File: config.mk
export PLATFORM = sky130hd
export DESIGN_NAME = mat2_mac_datapath
export DESIGN_NICKNAME = d
export VERILOG_FILES = /design/src/rtl/mat2_mac_datapath.sv
export SDC_FILE = /design/constraint.sdc
export NUM_CORES = 2
export LEC_CHECK = 0
export CAP_MARGIN = 5
export CORE_UTILIZATION = 30
export DETAILED_ROUTE_END_ITERATION = 8
export PLACE_DENSITY = 0.43
export SYNTH_ARGS = -nofsm -noshare
export SYNTH_HDL_FRONTEND = slang
export SYNTH_SLANG_ARGS = --single-unit
File: constraint.sdc
create_clock -name clock -period 14.5 [get_ports clock]
set_input_delay 2.9 -clock clock [delete_from_list [all_inputs] [get_ports clock]]
set_output_delay 2.9 -clock clock [all_outputs]
set_load 0.02 [all_outputs]
File: src/rtl/mat2_mac_datapath.sv
`default_nettype none
// ============================================================================
// Module   : mat2_mac_datapath
// Brief    : 2x2 by 2x2 unsigned matrix product datapath. It builds eight
//            element products, reduces them to four C entries, and streams C
//            out over a valid/ready handshake when the control FSM reaches
//            its Store state.
// Revision : 1.0 - initial release
// ============================================================================
module mat2_mac_datapath #(
    parameter int W = 8
) (
    input  logic             clock,
    input  logic             reset,
    input  logic             load_matrix,
    input  logic [3:0]       count,
    input  logic [2:0]       entry,
    input  logic             done,
    input  logic [4*W-1:0]   a_flat,
    input  logic [4*W-1:0]   b_flat,
    output logic             out_valid,
    input  logic             out_ready,
    output logic [2*W:0]     out_data,
    output logic [1:0]       out_index,
    output logic             out_last,
    output logic             overrun
);

    typedef enum logic [0:0] {
        S_IDLE   = 1'b0,
        S_STREAM = 1'b1
    } state_t;

    localparam logic [1:0] c_last_index = 2'd3;

    state_t          r_state;
    state_t          w_state_nxt;

    logic [W-1:0]    w_a    [4];
    logic [W-1:0]    w_b    [4];
    logic [2*W-1:0]  w_prod [8];
    logic [2*W:0]    w_sum  [4];

    logic [2*W-1:0]  r_p    [8];
    logic [2*W:0]    r_c    [4];
    logic [2*W:0]    r_buf  [4];

    logic            r_armed;
    logic            r_done_d;
    logic [1:0]      r_index;
    logic            r_overrun;

    logic            w_done_rise;
    logic            w_load_buf;
    logic            w_advance;
    logic            w_finish;
    logic            w_acc_en;

    // Unpack the flat operand buses into element arrays
    generate
        for (genvar n = 0; n < 4; n++) begin : g_unpack
            assign w_a[n] = a_flat[n*W +: W];
            assign w_b[n] = b_flat[n*W +: W];
        end
    endgenerate

    // One multiplier per product slot; count = {i, j, k}
    generate
        for (genvar n = 0; n < 8; n++) begin : g_prod
            localparam int I = n / 4;
            localparam int J = (n / 2) % 2;
            localparam int K = n % 2;
            assign w_prod[n] = {{W{1'b0}}, w_a[2*I+K]} * {{W{1'b0}}, w_b[2*K+J]};
        end
    endgenerate

    // Pairwise sums, one bit wider than a product so nothing wraps
    generate
        for (genvar e = 0; e < 4; e++) begin : g_sum
            assign w_sum[e] = {1'b0, r_p[2*e]} + {1'b0, r_p[2*e+1]};
        end
    endgenerate

    assign w_done_rise = done && !r_done_d;
    assign w_acc_en    = r_armed && !load_matrix && !done && !entry[2];

    // Product file: capture the product selected by count during the multiply phase
    always_ff @(posedge clock or posedge reset) begin
        if (reset) begin
            for (int n = 0; n < 8; n++) begin
                r_p[n] <= '0;
            end
        end else if (load_matrix && !count[3]) begin
            r_p[count[2:0]] <= w_prod[count[2:0]];
        end
    end

    // armed marks that products exist which have not yet been handed to a stream
    always_ff @(posedge clock or posedge reset) begin
        if (reset) begin
            r_armed <= 1'b0;
        end else if (w_done_rise) begin
            r_armed <= 1'b0;
        end else if (load_matrix) begin
            r_armed <= 1'b1;
        end
    end

    // Previous done, for rising-edge detection
    always_ff @(posedge clock or posedge reset) begin
        if (reset) begin
            r_done_d <= 1'b0;
        end else begin
            r_done_d <= done;
        end
    end

    // Accumulate: only while armed, so an idle entry=0 never clobbers C[0]
    always_ff @(posedge clock or posedge reset) begin
        if (reset) begin
            for (int e = 0; e < 4; e++) begin
                r_c[e] <= '0;
            end
        end else if (w_acc_en) begin
            r_c[entry[1:0]] <= w_sum[entry[1:0]];
        end
    end

    // Output FSM state register
    always_ff @(posedge clock or posedge reset) begin
        if (reset) begin
            r_state <= S_IDLE;
        end else begin
            r_state <= w_state_nxt;
        end
    end

    // Output FSM next-state and handshake decode
    always_comb begin
        w_state_nxt = r_state;
        w_load_buf  = 1'b0;
        w_advance   = 1'b0;
        w_finish    = 1'b0;
        out_valid   = 1'b0;
        case (r_state)
            S_IDLE: begin
                if (w_done_rise) begin
                    w_load_buf  = 1'b1;
                    w_state_nxt = S_STREAM;
                end
            end
            S_STREAM: begin
                out_valid = 1'b1;
                if (out_ready) begin
                    if (r_index == c_last_index) begin
                        w_finish    = 1'b1;
                        w_state_nxt = S_IDLE;
                    end else begin
                        w_advance = 1'b1;
                    end
                end
            end
            default: begin
                w_state_nxt = S_IDLE;
            end
        endcase
    end

    // Output buffer and beat index; a rise while streaming leaves them alone
    always_ff @(posedge clock or posedge reset) begin
        if (reset) begin
            for (int e = 0; e < 4; e++) begin
                r_buf[e] <= '0;
            end
            r_index <= 2'd0;
        end else if (w_load_buf) begin
            for (int e = 0; e < 4; e++) begin
                r_buf[e] <= r_c[e];
            end
            r_index <= 2'd0;
        end else if (w_advance) begin
            r_index <= r_index + 2'd1;
        end else if (w_finish) begin
            r_index <= 2'd0;
        end
    end

    // Sticky overrun: a result set arrived while the previous one was draining
    always_ff @(posedge clock or posedge reset) begin
        if (reset) begin
            r_overrun <= 1'b0;
        end else if (w_done_rise && (r_state == S_STREAM)) begin
            r_overrun <= 1'b1;
        end
    end

    assign out_data  = out_valid ? r_buf[r_index] : '0;
    assign out_index = out_valid ? r_index : 2'd0;
    assign out_last  = out_valid && (r_index == c_last_index);
    assign overrun   = r_overrun;

endmodule
`default_nettype wire
==> impl_metrics.yaml <==
power:
  p_clk_share_pct: 15.4
  p_sw_mw: 2.54
  ir_worst_vdd_mv: 0.0871
  p_sw_share_pct: 46.2
  p_per_area_nw_per_um2: 164
  p_int_mw: 2.97
  p_seq_share_pct: 23.3
  leakagePower_nw: 16.5
  p_comb_share_pct: 61.4
synth:
  synth_seq_cells: 270
  synthAdderAreaFrac_pct: 34.2
  synth.avg_cell_area_um2: 9.50
  synth_fp_nets: 3882
  syn-cell-area_um2: 30000
  async_reset_ff_share_pct: 100
  synth_xor_area_share_pct: 4.03
  synthCells: 3161
  synth_top_area_cell: "dfrtp_1"
  synth.distinct_cells: 64
  synthMuxAreaShare_pct: 6.21
  synthFlopType: "dfrtp_1"
  synth_simple_gate_area_share_pct: 17.4
  synth_top_area_share_pct: 22.5
  synth_area_leaders: "dfrtp_1, fa_1, ha_1, and2_1, inv_1"
  synth-edff-count: 0
  yosysSeqAreaShare_pct: 22.5
  synth_compound_area_share_pct: 8.88
  yosys_warnings: 0
  synth_top_family_by_area: "adder cells"
die:
  core-area_um2: 98700
  start_util_pct: 30.4
  io_pins: 98
  die_h_um: 318
  num_rows: 115
  die_x_um: 318
  die_area_um2: 101000
global_routing:
  grt_antenna_before_repair: 6
  grt.overflow.total: 0
  grt_max_degree: 95
  grt_pass1_wl_mm: 136
  grt_pass1_vias: 22500
  grt_use_total_pct: 17.4
critical_path:
  crit_fanout: 16
  critical_path_depth: 18
  reg2reg_depth: 12
  critPathTopFamily: "adder cells"
  critPathKind: "input port to flip-flop"
  reg2reg_slack_ns: 11.53
  timing.rr.start: "r_p[32]"
  critPathSlowestCell: "clkdlybuf4s50_1"
  crit_chain: "clkdlybuf4s50_1 -> and2_1 -> fa_1 -> fa_1 -> fa_1 -> inv_1 -> fa_1 -> inv_1 -> ha_1 -> or2_2 -> a21oi_1 -> a21oi_1 -> a41oi_1 -> a21oi_1 -> xnor2_1 -> a21oi_1 -> a21oi_1 -> mux2_2"
  r2r-end: "r_c[67]"
  arrival_ns: 8.07
  critPathLaunch: "b_flat[18]"
  critical_path.endpoint: "r_p[47]"
  crit_top_cell: "a21oi_1"
  cp-start-kind: "input port"
  end_kind: "flip-flop"
  worst-path-buf-inv: 3
  cp.required_ns: 14.92
  cpPeakStageDelay_ns: 0.76
clock_tree:
  cts_root_buf: "clkbuf_16"
  numCtsBuffers: 34
  htreeDepth: 2
  clkTransAtPathRegs_ns: 0.06
  cts_max_path_buffers: 3
  postCtsSetupBuffers: 0
  cts.sinks: 270
  ctsResizeCount: 0
  holdBufCountCts: 0
  insertion_delay_ns: 0.56
  cts_tree: "built"
sta:
  hold_viol_final: 0
  tightest_slew_ns: 1.13
  final.setup.worst_slack_ns: 6.85
  tns_ns: 0
  finalSetupViolations: 0
  finalCritPeriodShare_pct: 52.8
  rsz0062_at_grt: "no"
  clock-skew-final_ns: 0.0328
  drv_slew: 0
  max_freq_ghz: 0.131
  fin_crit_ns: 7.65
  relSlewSlack_pct: 24.4
routing:
  drcViolationCount: 0
  via_per_inst: 4.71
  routed_wl_mm: 85.9
  wire_per_inst_um: 19.0
  ant_nets: 0
  vias: 21200
  dr.pass1.iters: 5
  drtIter0Drc: 1125
layout:
  antenna_cells: 0
  finalNetCount: 3925
  area_growth_pct: 11.6
  layout_commonest_cell: "and2_1"
  drive_above_1_share_pct: 7.81
  layout_common_cells: "and2_1, inv_1, ha_1, nand2_1, fa_1"
hold_path:
  hp-class: "flip-flop to flip-flop"
placement:
  dp_slack_ns: 6.30
  io_buffers: 97
  hpwl_mm: 67.6
  gp_congestion: 0.804
job:
  max_cap_viol_count: 0
outcome:
  outcome: "completed"
## cell usage after synthesis, types with 5 or more instances
library cell  count
a21oi_1          88
o41ai_1          11
o21bai_1         26
mux2_2          100
fa_1            292
or3_1            12
a41oi_1           5
nor2b_1          19
dfrtp_1         270
nand3_1          42
o211ai_1          7
xnor2_1          79
ha_1            353
and2_1          435
nand2b_1         14
mux4_2           31
nand4_1          15
and3_1            8
o31ai_1           9
o21a_1           11
or2_2             7
a31o_2            5
nor3_1           37
xor2_1           59
a211oi_1          8
o41ai_2           7
nor2_1           66
a21oi_2           5
nor4_1            5
inv_1           419
o21ai_0         144
a21o_1           37
clkbuf_1        115
nand2_1         345
o21ai_1          15
a31oi_1          11
## worst min-delay path by stage
stage          cells after the start     from       to  slack [ns]
2_1_floorplan                      2  r_c[22]  r_c[22]        0.43
4_1_cts                            1  overrun  overrun        0.47
3_3_place_gp                       1  overrun  overrun        0.45
5_1_grt                            2  r_c[54]  r_c[54]        0.49
6_report                           1  overrun  overrun        0.46
3_5_place_dp                       1  overrun  overrun        0.45
## per-layer routing
layer	global-route usage, %	part of all wire (%)	wire (um)	vias to the layer above
met4	3.39	1.7	1480	0
met1	23.9	48	41200	10500
met3	2.23	3.6	3110	65
li1	-	-	-	10400
met5	0	0	0	-
met2	29.2	47	40200	307
## power groups by stage
stage          registers (mW)  logic [mW]  clock network [mW]
6_report                 1.28        3.38               0.847
5_1_grt                  1.32        3.81               0.905
4_1_cts                  1.29        3.45               0.875
3_5_place_dp             1.30        3.43                   0
3_3_place_gp             1.30        3.43                   0
2_1_floorplan            1.18        2.35                   0
## flip-flops by register name, summed over array words and instances, names as in the netlist
| register | cells |
|---|---|
| r_done_d | 1 |
| r_index | 2 |
| r_buf | 68 |
| r_p | 128 |
| r_c | 68 |
| r_armed | 1 |
| overrun | 1 |
| r_state | 1 |
## cell families after synthesis
family / count (synthesis)
compound gates: 417
xor+xnor: 138
fa+ha+maj: 645
buf+inv: 544
flops: 270
mux: 135
simple gates: 1012
## final cells by class
class / count / area [um^2]
Fill cell: 10300 / 65200
Multi-Input combinational cell: 2347 / 21200
Sequential cell: 270 / 6760
Tap cell: 1287 / 1610
Inverter: 424 / 1600
Timing Repair Buffer: 127 / 1200
Clock buffer: 49 / 978
Clock inverter: 9 / 119
## metrics by stage
stage	hold WS [ns]	std cells	utilization, %	cell area (um^2)	total power, mW
2_1_floorplan	0.433	3161	-	30000	3.52
6_report	0.461	4513	33.9	33500	5.51
5_1_grt	0.495	4513	33.9	33500	6.04
3_5_place_dp	0.454	4455	32.8	32400	4.73
3_3_place_gp	0.451	4455	32.8	32400	4.73
4_1_cts	0.466	4513	33.9	33500	5.61
No activity file was read; power rests on OpenSTA's default activity.
